==> src/rtl/data_bus_ctrl.sv <==
// Data-port bus controller: inserts RAM read wait states and decodes a small
// memory-mapped I/O window (LEDR, SW, KEY, cycle counter, HEX digits).
module data_bus_ctrl #(
    parameter int                   WORD_SIZE   = 16,
    parameter int                   ADDR_BITS   = 12,
    parameter int                   RAM_LATENCY = 1,
    parameter logic [WORD_SIZE-1:0] IO_BASE     = 16'hF000,
    parameter int                   NUM_HEX     = 6
) (
    input  logic                   Clock,
    input  logic                   Reset,
    input  logic                   ReadData,
    input  logic                   WriteData,
    input  logic [WORD_SIZE-1:0]   DataAddr,
    input  logic [WORD_SIZE-1:0]   DataOut,
    output logic [WORD_SIZE-1:0]   DataIn,
    output logic                   DataWaitreq,
    output logic [ADDR_BITS-1:0]   RamAddr,
    output logic [WORD_SIZE-1:0]   RamWrData,
    output logic                   RamWe,
    input  logic [WORD_SIZE-1:0]   RamQ,
    input  logic [9:0]             SW,
    input  logic [3:0]             KEY,
    output logic [9:0]             LEDR,
    output logic [7*NUM_HEX-1:0]   HEX
);

    typedef enum logic [1:0] {
        S_IDLE,
        S_WAIT,
        S_DONE
    } state_t;

    localparam logic [2:0] LAT_M1    = 3'(RAM_LATENCY - 1);
    localparam logic [4:0] OFF_LEDR  = 5'd0;
    localparam logic [4:0] OFF_SW    = 5'd1;
    localparam logic [4:0] OFF_KEY   = 5'd2;
    localparam logic [4:0] OFF_CYC   = 5'd3;
    localparam logic [4:0] DIG_FIRST = 5'd8;
    localparam logic [4:0] DIG_LAST  = 5'(8 + NUM_HEX - 1);
    localparam int         DIG_IW    = (NUM_HEX > 1) ? $clog2(NUM_HEX) : 1;

    state_t                 r_state;
    state_t                 w_next;
    logic [2:0]             r_cnt;
    logic [2:0]             w_cnt_next;
    logic                   w_wait;
    logic                   w_done;

    logic                   w_io;
    logic                   w_ram;
    logic [4:0]             w_off;
    logic                   w_io_we;
    logic                   w_ram_rd;
    logic                   w_io_rd;
    logic                   w_is_dig;
    logic [DIG_IW-1:0]      w_dig_idx;
    logic [WORD_SIZE-1:0]   w_io_rdata;

    logic [9:0]             r_ledr;
    logic [9:0]             r_sw_s1;
    logic [9:0]             r_sw_s2;
    logic [3:0]             r_key_s1;
    logic [3:0]             r_key_s2;
    logic [WORD_SIZE-1:0]   r_cycles;
    logic [4:0]             r_dig [NUM_HEX];

    // Region decode
    always_comb begin
        w_io      = (DataAddr >= IO_BASE);
        w_ram     = ~w_io;
        w_off     = DataAddr[4:0];
        w_io_we   = WriteData & w_io;
        w_ram_rd  = ReadData & ~WriteData & w_ram;
        w_io_rd   = ReadData & ~WriteData & w_io;
        w_is_dig  = (w_off >= DIG_FIRST) && (w_off <= DIG_LAST);
        w_dig_idx = DIG_IW'(w_off - DIG_FIRST);
    end

    assign RamAddr   = DataAddr[ADDR_BITS-1:0];
    assign RamWrData = DataOut;
    assign RamWe     = Reset & WriteData & w_ram;

    // RAM read sequencer
    always_ff @(posedge Clock) begin
        if (!Reset) begin
            r_state <= S_IDLE;
            r_cnt   <= '0;
        end else begin
            r_state <= w_next;
            r_cnt   <= w_cnt_next;
        end
    end

    always_comb begin
        w_next     = r_state;
        w_cnt_next = r_cnt;
        w_wait     = 1'b0;
        w_done     = 1'b0;
        case (r_state)
            S_IDLE: begin
                if (w_ram_rd) begin
                    w_wait     = 1'b1;
                    w_cnt_next = LAT_M1;
                    w_next     = (RAM_LATENCY == 1) ? S_DONE : S_WAIT;
                end
            end
            S_WAIT: begin
                w_wait     = 1'b1;
                w_cnt_next = r_cnt - 3'd1;
                if (r_cnt == 3'd1) begin
                    w_next = S_DONE;
                end
            end
            S_DONE: begin
                w_done = 1'b1;
                w_next = S_IDLE;
            end
            default: begin
                w_next = S_IDLE;
            end
        endcase
    end

    assign DataWaitreq = Reset & w_wait;

    // I/O read mux, zero-extended to the bus width
    always_comb begin
        w_io_rdata = '0;
        case (w_off)
            OFF_LEDR: w_io_rdata[9:0] = r_ledr;
            OFF_SW:   w_io_rdata[9:0] = r_sw_s2;
            OFF_KEY:  w_io_rdata[3:0] = r_key_s2;
            OFF_CYC:  w_io_rdata      = r_cycles;
            default: begin
                if (w_is_dig) begin
                    w_io_rdata[4:0] = r_dig[w_dig_idx];
                end
            end
        endcase
    end

    always_comb begin
        DataIn = '0;
        if (w_done) begin
            DataIn = RamQ;
        end else if ((r_state == S_IDLE) && w_io_rd) begin
            DataIn = w_io_rdata;
        end
    end

    // I/O registers; a counter write overrides that cycle's increment
    always_ff @(posedge Clock) begin
        if (!Reset) begin
            r_ledr   <= '0;
            r_sw_s1  <= '0;
            r_sw_s2  <= '0;
            r_key_s1 <= '0;
            r_key_s2 <= '0;
            r_cycles <= '0;
            for (int unsigned i = 0; i < NUM_HEX; i++) begin
                r_dig[i] <= 5'h10;
            end
        end else begin
            r_sw_s1  <= SW;
            r_sw_s2  <= r_sw_s1;
            r_key_s1 <= ~KEY;
            r_key_s2 <= r_key_s1;
            r_cycles <= r_cycles + WORD_SIZE'(1);
            if (w_io_we) begin
                case (w_off)
                    OFF_LEDR: r_ledr   <= DataOut[9:0];
                    OFF_CYC:  r_cycles <= '0;
                    default: begin
                        if (w_is_dig) begin
                            r_dig[w_dig_idx] <= DataOut[4:0];
                        end
                    end
                endcase
            end
        end
    end

    assign LEDR = r_ledr;

    function automatic logic [6:0] seg7(input logic [3:0] n);
        case (n)
            4'h0: seg7 = 7'h40;
            4'h1: seg7 = 7'h79;
            4'h2: seg7 = 7'h24;
            4'h3: seg7 = 7'h30;
            4'h4: seg7 = 7'h19;
            4'h5: seg7 = 7'h12;
            4'h6: seg7 = 7'h02;
            4'h7: seg7 = 7'h78;
            4'h8: seg7 = 7'h00;
            4'h9: seg7 = 7'h10;
            4'hA: seg7 = 7'h08;
            4'hB: seg7 = 7'h03;
            4'hC: seg7 = 7'h46;
            4'hD: seg7 = 7'h21;
            4'hE: seg7 = 7'h06;
            default: seg7 = 7'h0E;
        endcase
    endfunction

    always_comb begin
        HEX = '1;
        for (int unsigned i = 0; i < NUM_HEX; i++) begin
            HEX[7*i +: 7] = r_dig[i][4] ? 7'h7F : seg7(r_dig[i][3:0]);
        end
    end

endmodule

==> config.mk <==
export PLATFORM = sky130hd
export DESIGN_NAME = data_bus_ctrl
export DESIGN_NICKNAME = d
export VERILOG_FILES = /design/src/rtl/data_bus_ctrl.sv
export SDC_FILE = /design/constraint.sdc
export NUM_CORES = 1
export LEC_CHECK = 0
export BUFFER_PORTS_ARGS = -buffer_cell sky130_fd_sc_hd__buf_2
export CAP_MARGIN = 10
export CELL_PAD_IN_SITES_DETAIL_PLACEMENT = 1
export CELL_PAD_IN_SITES_GLOBAL_PLACEMENT = 2
export CORE_ASPECT_RATIO = 1.1
export CORE_MARGIN = 4
export CORE_UTILIZATION = 28
export CTS_BUF_LIST = sky130_fd_sc_hd__clkbuf_16
export DETAILED_ROUTE_END_ITERATION = 8
export GPL_TIMING_DRIVEN = 0
export PLACE_DENSITY_LB_ADDON = 0.1
export SYNTH_ARGS = -nofsm -noshare
export SYNTH_HDL_FRONTEND = slang
export SYNTH_SLANG_ARGS = --single-unit
==> constraint.sdc <==
create_clock -name Clock -period 1.9 [get_ports Clock]
set_input_delay 0.38 -clock Clock [delete_from_list [all_inputs] [get_ports Clock]]
set_output_delay 0.38 -clock Clock [all_outputs]
set_load 0.02 [all_outputs]
* Yosys cells after proc, flatten, opt, wreduce, memory -nomap -nowiden
Memory sizes are Yosys's and may differ from the RTL's. Cells that the tools add are included.
Word-level totals: memories 7, register bits after elaboration 59, input port bits 66, bits in read-only memories 672, word-level logic and storage cells 81, bits in writable memories 30, output and inout bits 98
Memories:
- (name not given) | words 16, bits a word 7, read ports 1, clocked after memory_dff 0, wr ports 0, RTL line 187 | case (n)
- (name not given) | words 16, bits a word 7, read ports 1, clocked after memory_dff 0, wr ports 0, RTL line 187
- (name not given) | words 16, bits a word 7, read ports 1, clocked after memory_dff 0, wr ports 0, RTL line 187
- (name not given) | words 16, bits a word 7, read ports 1, clocked after memory_dff 0, wr ports 0, RTL line 187
- (name not given) | words 16, bits a word 7, read ports 1, clocked after memory_dff 0, wr ports 0, RTL line 187
- (name not given) | words 16, bits a word 7, read ports 1, clocked after memory_dff 0, wr ports 0, RTL line 187
- +1 memories
Operators by class: muxes and demuxes 32, reductions and logical operators 10, magnitude comparators 3, bitwise logic cells 10, equality and inequality tests 8, $add $sub $neg 3
Operators by type and width (count):
- 16-bit 2-to-1 mux | 4
- 7-bit 2-to-1 mux | 6
- 16-bit by 1-bit adder with 16-bit output, second input constant | 1
- 16-bit >= comparator, second input constant | 1
- 4-bit one-hot mux with 4 select lines | 1
- 5-bit one-hot mux with 3 select lines | 1
- 5-bit by 2-bit == test with 1-bit output, second input constant | 2
- 5-bit 2-to-1 mux | 2
- 1-bit 2-to-1 mux | 9
- 1-bit AND | 7
- 3-bit 2-to-1 mux | 2
- 6-bit 2-to-1 mux | 1
- 3-bit one-hot mux with 2 select lines | 1
- 2-bit AND reduction | 3
- 3-bit by 1-bit subtractor with 3-bit output, second input constant | 2
- 5-bit by 1-bit == test with 1-bit output, second input constant | 1
- 5-bit by 4-bit >= comparator with 1-bit output, second input constant | 1
- 5-bit by 4-bit <= comparator with 1-bit output, second input constant | 1
- 5-bit zero test | 1
- 5-bit OR reduction | 1
- 2-bit 2-to-1 mux | 2
- 2-bit inequality test, second input constant | 2
- 4-bit NOT | 1
- 1-bit one-hot mux with 4 select lines | 1
- other kinds (10) | 12

* Depth between registers and ports, before layout
word-level depth 9, gate-level depth with buffers 6

* Worst setup path after synthesis
Ideal clock, no wire load.
kind input to output, from in DataAddr[0], to out DataIn[3], path buffers 3, path slack -0.181 ns, data required time 1.520 ns, data arrival time 1.701 ns, stages on the path 5, cell sequence buf_2 > buf_4 > buf_2 > mux4_2 > a221o_1
On the way: longest elaborated chain between the ends 6, elaborated cells between the ends (all ways) 16, classes of those cells 1 x add/sub; 3 x order compare; 3 x eq/ne; 4 x mux; 1 x bitwise; 3 x reduce/logical; 1 x memory
RTL lines:
- start: declaration | RTL line 14 | input logic [WORD_SIZE-1:0] DataAddr,
- 3-bit by 1-bit subtractor with 3-bit output (tied with other cells) | RTL line 77 | w_dig_idx = DIG_IW'(w_off - DIG_FIRST);
- memory read 6 x 5 bit / 1-bit logical AND (equally long branches)
- 5-bit 2-to-1 mux | RTL line 136 | if (w_is_dig) begin
- 4-bit one-hot mux with 4 select lines | RTL line 130 | case (w_off)
- 16-bit 2-to-1 mux * | RTL line 147 | end else if ((r_state == S_IDLE) && w_io_rd) begin
- 16-bit 2-to-1 mux * | RTL line 145 | if (w_done) begin
- end: declaration | RTL line 16 | output logic [WORD_SIZE-1:0] DataIn,
Every way passes the cells marked *; elsewhere a longest branch is shown, timed or not.

==> metrics <==
hpwl dp 14,110 microns; slowest stage cell, crit path mux4_2; Netlist cell types between 40 and 50; layout overhead on the synthesized area 62.18%; total grt overflow 0; Syn. warnings 0; main flop type after synthesis dfxtp_1; DR WL/cell 18.00 microns; post-layout min period 2.311 ns; worst r2r dst r_cycles[15]; # port buffers between 100 and 150; DIE WIDTH between 100 and 150 microns; Worst-path clk slew around 0.07 ns; hold path endpoint r_key_s1[0]; Bufs on Longest Clock Path 2; Crit Path Max Fanout 3; Post-synth ARST share 0%; crit share post-route 121.6%; CTS root buffer clkbuf_16; Worst-Skew Late Latency about 0.34 ns; max-cap viol count 0; CTS tree done; Pleak around 4 nW; die area ~0.022 sq mm; Initial Utilization between 20% and 30%; combinational share of power roughly 28%; RSZ-0062 raised after global routing true; DR pass1 iterations 4; dpl cell area between 0.006 and 0.007 sq mm; post-synthesis sequential area ratio roughly 36%; Worst R2R Path Depth 4; I/O pin total ~160; initial antenna violation count 3; crit path capture type primary output; Syn Inst Count between 600 and 700; row cnt between 50 and 60; Clock power frac 34.1%; Die H roughly 160 microns; Final Instance Area 0.008965 sq mm; DRC Markers 0; Avg Inst Size Synth slightly above 9 sq um; Worst R2R Start r_cycles[2]; Slew Limit Fails 0; Via density 4.871; final worst setup slack -0.4107 ns; share of layout cells above drive strength 1 52.31%; failing checks setup timing; # hold bufs at CTS 0; DR iter-0 viols approximately 170; CORE AREA about 0.019 sq mm; slew margin rel. about 59%; Final #Nets approximately 940; slowest stage delay, CP between 0.5 and 0.6 ns; Synth Net Count between 700 and 800; first-pass GRT wire length approximately 30,000 microns; Final Util between 40% and 50%; arrival time at the worst endpoint 1.93 ns; Seq pwr share around 39%; flop and latch count out of synthesis 85; setup TNS -11.54 ns; Total Routed Length just under 20,000 microns; final setup skew around 0.006 ns; crit path kind register to primary output; crit path buf inv count 2; CP Cell Sequence mux4_2 -> inv_2 -> o22ai_2 -> a221o_1 -> buf_6; All-Layer GR Usage 17.13%; Slew @ Worst Pin ~0.6 ns; critical path's top delay family multiplexers; Synth top area share between 10% and 20%; Psw 1.601 mW; cell internal pwr 3.581 mW; Worst setup SP type register; Cell Area, Synth about 0.0055 sq mm; area leader, netlist dfxtp_1; CTS Buf Count 9; routability cong. between 0.7 and 0.8; Worst Min Path Start KEY[0]; number of global-route vias before repair 5,654; R2R setup slack ~0.2 ns; status finished, violations left; worst hold path type primary input to register; number of synthesized flops with an enable pin 30; H-tree depth 3; largest net degree at the start of global routing 20; # setup viols final 58; Worst EP required ~1.5 ns; pwr dens around 580 mW/mm^2; worst vdd ir ~0.55 mV; Fmax achieved about 0.43 GHz; top post-synthesis cells by area dfxtp_1 (20%), edfxtp_1 (16%), ha_1 (8.4%); Final Hold Viols 0; Vias 5,324; Routed Antenna Nets 0; Switching Share between 30% and 40%; worst hold stages 2; Clock Sinks between 80 and 90
[area by class of cell]
type	count	area, sq um
repair buffers	227	1826
multi-input cells	438	3951
plain buffers	57	429.2
clock inverters	7	81.33
well taps	247	309.0
flip-flops and latches	85	2006
clock buffers	9	225.2
diodes	1	2.502
inverters	22	135.1
fillers	2170	10270
[routing by layer]
metal / up-vias / track usage, % / wire [microns]
li1: 2594 / - / -
met4: 4 / 3.611 / 230
met3: 19 / 4.427 / 1077
met5: - / 0 / 26
met2: 126 / 31.72 / 10310
met1: 2581 / 19.77 / 8034
[cell usage after synthesis (2+ instances only)]
library cell and number:
or3_1 7, o21ai_0 38, nand2_1 36, clkbuf_1 24, nor2b_1 23, o21a_1 12
buf_2 5, a22o_1 12, xnor2_1 5, a221o_1 4, ha_1 37, inv_1 22
and4_1 3, a21oi_1 17, a211oi_1 7, nand3_1 5, xor2_1 4, and3_1 7
buf_4 29, clkbuf_2 2, dfxtp_1 55, nor2_1 49, mux2i_1 23, o22ai_1 6
and2_1 54, nor4_1 2, a31oi_1 14, edfxtp_1 30, nor3_1 3, mux4_2 6
a211o_1 20, nand2b_1 15, mux2_2 9, nand4_1 6
[cells in the final DEF, fill, tap and decap left out, types with 10 or more instances in the layout]
cell type / instances
a31oi_1: 14
inv_2: 10
buf_4: 82
mux2i_1: 20
buf_6: 81
nand2_1: 22
dfxtp_1: 54
a22o_1: 12
nor2b_1: 17
edfxtp_1: 30
a211o_1: 20
nor2_1: 32
buf_2: 94
ha_4: 31
o21ai_1: 22
and2_1: 54
o21a_1: 12
nor2_2: 13
[how the worst max path moves through the flow]
stage / start / to / slack [ns] / depth (start not counted)
floorplan: DataAddr[0] / DataIn[3] / 0.003 / 5
global placement: DataAddr[1] / DataIn[15] / -0.61 / 6
detailed placement: DataAddr[1] / DataIn[14] / -0.63 / 6
CTS: r_dig[0][4] / DataIn[4] / -0.41 / 5
global route: r_dig[0][2] / DataIn[2] / -0.46 / 5
finish: r_dig[3][0] / DataIn[0] / -0.41 / 5
[stage by stage]
step | std cells | worst slack [ns] | hold WS (ns) | power, mW
floorplan | 605 | 0.002826 | 0.4119 | 2.617
global placement | 1001 | -0.6128 | 0.4149 | 2.936
detailed placement | 1001 | -0.6338 | 0.4205 | 2.956
CTS | 1079 | -0.4147 | 0.1792 | 5.117
global route | 1093 | -0.4629 | 0.1769 | 5.439
finish | 1093 | -0.4107 | 0.1917 | 5.183
[what timing repair did]
action,in CTS,in global routing
pin swaps,70,57
setup buffers,65,19
setup endpoints to repair,58,73
cloned,1,0
resized for setup,324,95
[cells by family after synthesis]
logic type                 share of synthesized area, %
DFF                                               36.22
AOI/OAI and AO/OA                                 16.59
xor gates and xnor gates                          1.426
adders and majority gates                         8.375
muxes                                             8.918
and+or+nand+nor                                   20.71
buffers and inverters                             7.764
[state kept, by name (all words and copies together) (netlist names)]
register	cells
r_dig	30
r_state	1
r_sw_s2	10
r_key_s1	4
LEDR	10
r_key_s2	4
r_sw_s1	10
r_cycles	16
[power groups by stage]
stage / clock network (mW) / logic, mW / registers, mW
after CTS: 1.81 / 1.31 / 2.00
after floorplan: 0 / 0.586 / 2.03
final: 1.77 / 1.42 / 1.99
after detailed placement: 0 / 0.894 / 2.06
after global placement: 0 / 0.877 / 2.06
after global routing: 1.91 / 1.52 / 2.00
Note: power is estimated with default switching activity, not from simulation.
